==> src/rtl/param_reg_pipe.sv <==
// param_reg_pipe: byte-merging shadow register feeding a DEPTH-stage valid/ready pipeline with flush.
module param_reg_pipe #(
  parameter int WIDTH = 32,
  parameter int DEPTH = 2,
  parameter logic [WIDTH-1:0] RST_VAL = '0,
  localparam int LANES = (WIDTH + 7) / 8,
  localparam int OW = $clog2(DEPTH + 1)
) (
  input  logic             clk,
  input  logic             reset,
  input  logic             flush,
  input  logic             in_valid,
  output logic             in_ready,
  input  logic [WIDTH-1:0] in_data,
  input  logic [LANES-1:0] in_be,
  output logic             out_valid,
  input  logic             out_ready,
  output logic [WIDTH-1:0] out_data,
  output logic [OW-1:0]    occupancy
);
  logic [DEPTH-1:0] v_q, v_d, rdy;
  logic [WIDTH-1:0] data_q [DEPTH];
  logic [WIDTH-1:0] data_d [DEPTH];
  logic [WIDTH-1:0] shadow_q, shadow_d, merged;
  logic acc;
  // a stage is ready unless it and every stage after it are full and the consumer stalls
  for (genvar g = 0; g < DEPTH; g++) begin : g_rdy
    assign rdy[g] = out_ready | ~&v_q[DEPTH-1:g];
  end
  for (genvar g = 0; g < WIDTH; g++) begin : g_mrg
    assign merged[g] = in_be[g/8] ? in_data[g] : shadow_q[g];
  end
  assign in_ready  = rdy[0] & ~flush & ~reset;
  assign acc       = in_valid & in_ready;
  assign out_valid = v_q[DEPTH-1];
  assign out_data  = data_q[DEPTH-1];
  always_comb begin
    shadow_d  = acc ? merged : shadow_q;
    v_d       = v_q;
    data_d    = data_q;
    v_d[0]    = ~flush & (rdy[0] ? acc : v_q[0]);
    data_d[0] = acc ? merged : data_q[0];
    for (int i = 1; i < DEPTH; i++) begin
      v_d[i]    = ~flush & (rdy[i] ? v_q[i-1] : v_q[i]);
      data_d[i] = (rdy[i] & v_q[i-1]) ? data_q[i-1] : data_q[i];
    end
  end
  always_comb begin
    occupancy = '0;
    for (int i = 0; i < DEPTH; i++) occupancy = occupancy + OW'(v_q[i]);
  end
  always_ff @(posedge clk or posedge reset) begin
    if (reset) begin
      v_q      <= '0;
      shadow_q <= RST_VAL;
      data_q   <= '{default: RST_VAL};
    end else begin
      v_q      <= v_d;
      shadow_q <= shadow_d;
      data_q   <= data_d;
    end
  end
endmodule

==> config.mk <==
export PLATFORM = sky130hd
export DESIGN_NAME = param_reg_pipe
export DESIGN_NICKNAME = d
export VERILOG_FILES = /design/src/rtl/param_reg_pipe.sv
export SDC_FILE = /design/constraint.sdc
export NUM_CORES = 1
export LEC_CHECK = 0
export CORE_ASPECT_RATIO = 0.7
export CORE_MARGIN = 1
export CORE_UTILIZATION = 49
export CTS_CLUSTER_SIZE = 10
export DETAILED_ROUTE_END_ITERATION = 12
export PLACE_DENSITY = 0.81
export SYNTH_ARGS = -nofsm -noshare
export SYNTH_HDL_FRONTEND = slang
export SYNTH_SLANG_ARGS = --single-unit
==> constraint.sdc <==
create_clock -name clk -period 6.6 [get_ports clk]
set_input_delay 1.32 -clock clk [delete_from_list [all_inputs] [get_ports clk]]
set_output_delay 1.32 -clock clk [all_outputs]
set_load 0.05 [all_outputs]
### Word-level counts from Yosys, hierarchy flattened

Index checks and enable logic that the tools add are counted.

| word-level totals | value |
|---|---|
| word-level logic and storage cells | 58 |
| flip-flop bits (word level) | 66 |
| output and inout bits | 36 |
| bits in read-only memories | 0 |
| memories | 0 |
| RAM bits | 0 |
| bits in latches | 0 |

| cells by class | value |
|---|---|
| eq/ne operators | 0 |
| shift-type cells | 0 |
| $lt $le $gt $ge | 0 |
| reduce and logical (&&, ||, !) cells | 7 |
| bitwise gates (word level) | 10 |
| add/subtract/negate cells | 1 |
| muxes and demuxes | 34 |
| divide/modulo/power cells | 0 |
| multipliers | 0 |

Operator list:

| operator | count |
|---|---|
| $mux W1 | 34 |
| $reduce_and A2 Y1 | 5 |
| $and A1 B1 Y1 | 6 |
| $add A1 B1 Y2 | 1 |
| $logic_not A1 Y1 | 2 |
| $not A1 Y1 | 2 |
| $or A1 B1 Y1 | 2 |

### Longest topological paths before layout

| depth | value |
|---|---|
| word-level depth | 8 |
| mapped depth | 5 |
| gate-level depth less buffers | 4 |

### Worst setup path before layout

Ideal clock, no wire load.

| timing | value |
|---|---|
| path kind | input-to-output |
| start point | in flush |
| end point | out in_ready |
| required time | 5.280 ns |
| buffers on the path | 1 |
| stages on the path | 2 |
| path slack | 2.664 ns |
| arrival time | 2.616 ns |
| cell sequence | buf_2 nor3_1 |

| between the ends | value |
|---|---|
| longest elaborated chain between the ends | 3 |

Ends and longest elaborated chain:

| item | line | RTL |
|---|---|---|
| start: declaration | 11 | `input logic flush,` |
| $not A1 Y1 | 33 | `assign in_ready = rdy[0] & ~flush & ~reset;` |
| $and A1 B1 Y1 (2 in series) | 33 |  |
| end: declaration | 13 | `output logic in_ready,` |

No other way between the ends.

### Final worst setup path

| timing | value |
|---|---|
| start point | in out_ready |
| end point | out in_ready |

| between the ends | value |
|---|---|
| longest elaborated chain between the ends | 3 |

Ends and longest elaborated chain:

| item | line | RTL |
|---|---|---|
| start: declaration | 17 | `input logic out_ready,` |
| $or A1 B1 Y1 | 28 | `assign rdy[g] = out_ready \| ~&v_q[DEPTH-1:g];` |
| $and A1 B1 Y1 (2 in series) | 33 |  |

No other way between the ends.

==> results summary <==
The startpoint identified for the worst register-to-register timing path is v_q[0]. The worst reg-to-reg setup slack is 4.55 ns. The global placer's final weighted congestion came out at 0.715. The final setup TNS is 0 ns. The later-pin clock latency in the skew report came out at 0.34 ns. Synthesis produced about 190 cells. Sorting the synthesized cells by area gives the leading types as sky130_fd_sc_hd__dfrtp_1 (59%), sky130_fd_sc_hd__mux2_2 (26%), sky130_fd_sc_hd__buf_4 (8.5%). The die area came out at 0.00606 mm².

The total of hold buffers inserted after clock tree synthesis came out at 0. For this run, the post-layout net count is 280. Clock-pin slew was measured on the worst setup and hold paths at about 0.070 ns. The total via count in the routed design is 1532. STA puts the critical path data required time at 5.28 ns.

In this run the deepest clock path goes through 2 buffers. The worst setup path is captured at a primary output. The transition time at the pin with the least slew margin is 1.06 ns. The count of nets left with antenna violations after detail routing is 0. The die height is around 65 µm. Entering global routing, the biggest net connects 35 pins. Clock tree synthesis inserted a total of 9 buffers. The clock skew after layout is 0.00926 ns. The area of the mapped netlist came out at 0.00282 mm². In the layout the commonest cells are sky130_fd_sc_hd__clkdlybuf4s50_1 (76), sky130_fd_sc_hd__dfrtp_1 (66), sky130_fd_sc_hd__mux2_2 (64). The count of inserted antenna diode cells came out at 0. The worst setup path is launched from a primary input. The total met3 wirelength after detailed routing came out at 444 µm. The number of nets handed over by synthesis was 230. The run finished with clean final reports. The core area came out at 0.00540 mm². The register area share after synthesis is 58.7%. The number of max-cap violations came out at 0.

Setup repair after global routing left no endpoint under its margin. STA puts the critical path data arrival time at 3.39 ns. The capture point of the worst reg-to-reg path is data_q[58]. The number of synthesized register bits is 66. The number of clock sinks is 66. The number of global-route vias before repair is 1657. The cell sitting at the root of the clock tree is a sky130_fd_sc_hd__clkbuf_8. The initial antenna violation count is 0. After detailed routing, the wire length on met1 is 2060 µm. The critical path launch point is out_ready. The fraction of final layout cells with drive strength greater than 1 is a little over a third. The uppermost metal layer occupied by signal nets is met4. The signed area change from the synthesized netlist to the final layout came out at 28.5%. The analysis attributes to cell leakage a power of 0.00152 µW.

In this run the most critical hold path is launched from data_q[40]. CTS built an H-tree with a depth of 3. The standard-cell row count came out at 22.

The final number of hold-violating endpoints was 0. The via count normalized by instance count is 4.86. The power per cell area came out at 411 mW/mm². The setup-violating endpoint count in the final report is 0. The count of pins on the block boundary is 77. The total setup buffers inserted after CTS is 0.

The share of the synthesized area in the top cell type is 58.7%. The largest area contributor in the synthesized netlist is sky130_fd_sc_hd__dfrtp_1. The type of the worst setup path is in -> out. After layout, the design draws a total of about 1500 µW. The detailed-placement wirelength estimate is approximately 3200 µm.

Once the floorplan was initialized, standard cells occupied 52.2% of the core. The total routing resource utilization after global routing came out at 17.7%. The share of the clock period used by the worst path came out at between 70% and 80%.

The worst min-delay path class is reg -> reg. The minimum clock period came out at 4.71 ns. The number of gates resized after CTS was 0. The TritonCTS clock tree is built.

The number of pins exceeding their max-slew limit in the final report came out at 0. The post-detailed-route wirelength per cell came out at 14.6 µm. The maximum achievable frequency came out at 0.212 GHz. The hold path endpoint is out_data[8]. The die is between 90 and 100 µm wide. The number of port buffers came out at 76. Measured in cells, the most critical reg-to-reg path has a length of 4.

The sum of met2 wire segment lengths after detailed routing is 2060 µm. The wire length reported by the detailed router came out at ~4600 µm. Headroom to the max-slew limit came out at 29.3%. Of all nets on the critical path, the largest fanout is 7.

The overflow left after global routing is 0. The number of different library cells used by synthesis comes to 15. The global-route wire length before repair came out at slightly below 8000 µm.

In the routed design, unresolved DRC markers number 0. Leaving out fill and tap cells, the most frequent cell in the layout is sky130_fd_sc_hd__clkdlybuf4s50_1. Counting instances, the worst hold path has a depth of 1. The number of detailed-route iterations in the first pass came out at 4. The Yosys warning count is 0.

The average size of a mapped cell came out at 15.0 µm². The maximum VDD drop came out at about 0.21 mV. The initial detailed-routing violation count is 39.
-- routing by layer --
layer | track usage, % | vias to the layer above
met3 | 9.38 | 6
met1 | 21.2 | 757
met4 | 5.27 | 0
li1 | - | 717
met2 | 28.0 | 52
met5 | 0 | -
-- state kept, by name (all words and copies together) (netlist names) --
signal,count
data_q,32
out_data,32
v_q,2
-- critical path, cell delays in order --
cell                              delay, ns
sky130_fd_sc_hd__clkdlybuf4s50_1       0.48
sky130_fd_sc_hd__nor2b_1               0.73
sky130_fd_sc_hd__nor3_1                0.10
sky130_fd_sc_hd__clkdlybuf4s50_1       0.75
-- worst max-delay path by stage --
stage / end / slack (ns) / cells after the start
after floorplan: in_ready / 2.66 / 2
after global placement: in_ready / 1.93 / 4
after detailed placement: in_ready / 1.88 / 4
after CTS: in_ready / 1.88 / 4
after global routing: in_ready / 1.78 / 4
final: in_ready / 1.89 / 4
-- layout make-up --
| class | count | area, µm² |
|---|---|---|
| Timing Repair Buffer | 77 | 768 |
| Clock buffer | 11 | 131 |
| Fill cell | 431 | 1780 |
| Sequential cell | 66 | 1650 |
| Tap cell | 72 | 90.1 |
| Multi-Input combinational cell | 81 | 887 |
| Clock inverter | 5 | 78.8 |
| Inverter | 3 | 11.3 |
-- per-stage QoR --
stage | instances | utilization (%) | area, µm² | hold WS (ns) | worst slack [ns]
3_3_place_gp | 299 | 63.2 | 3410 | 0.482 | 1.93
6_report | 315 | 67.1 | 3620 | 0.501 | 1.89
2_1_floorplan | 188 | - | 2820 | 0.477 | 2.66
3_5_place_dp | 299 | 63.2 | 3410 | 0.491 | 1.88
4_1_cts | 315 | 67.1 | 3620 | 0.507 | 1.88
5_1_grt | 315 | 67.1 | 3620 | 0.516 | 1.78
-- power breakdown --
| part | switching (µW) | internal, µW |
|---|---|---|
| logic | 332 | 224 |
| clock network | 147 | 212 |
| registers | 54.7 | 518 |
-- kinds of logic after synthesis --
| group | Yosys count | share of synthesized area [%] |
|---|---|---|
| compound gates | 3 | 0.533 |
| fa+ha+maj | 1 | 0.444 |
| buf+inv | 41 | 10.2 |
| flops | 66 | 58.7 |
| mux | 64 | 25.6 |
| simple gates | 13 | 4.53 |
-- cell usage after synthesis --
| cell type | number |
|---|---|
| sky130_fd_sc_hd__a21oi_1 | 2 |
| sky130_fd_sc_hd__buf_2 | 5 |
| sky130_fd_sc_hd__buf_4 | 32 |
| sky130_fd_sc_hd__buf_6 | 1 |
| sky130_fd_sc_hd__dfrtp_1 | 66 |
| sky130_fd_sc_hd__ha_1 | 1 |
| sky130_fd_sc_hd__inv_1 | 3 |
| sky130_fd_sc_hd__mux2_2 | 64 |
| sky130_fd_sc_hd__nand2_1 | 5 |
| sky130_fd_sc_hd__nor2_1 | 1 |
| sky130_fd_sc_hd__nor2b_1 | 1 |
| sky130_fd_sc_hd__nor3_1 | 1 |
| sky130_fd_sc_hd__nor4_4 | 4 |
| sky130_fd_sc_hd__o21ai_1 | 1 |
| sky130_fd_sc_hd__or3b_2 | 1 |
Power figures use the tool's default switching activity.
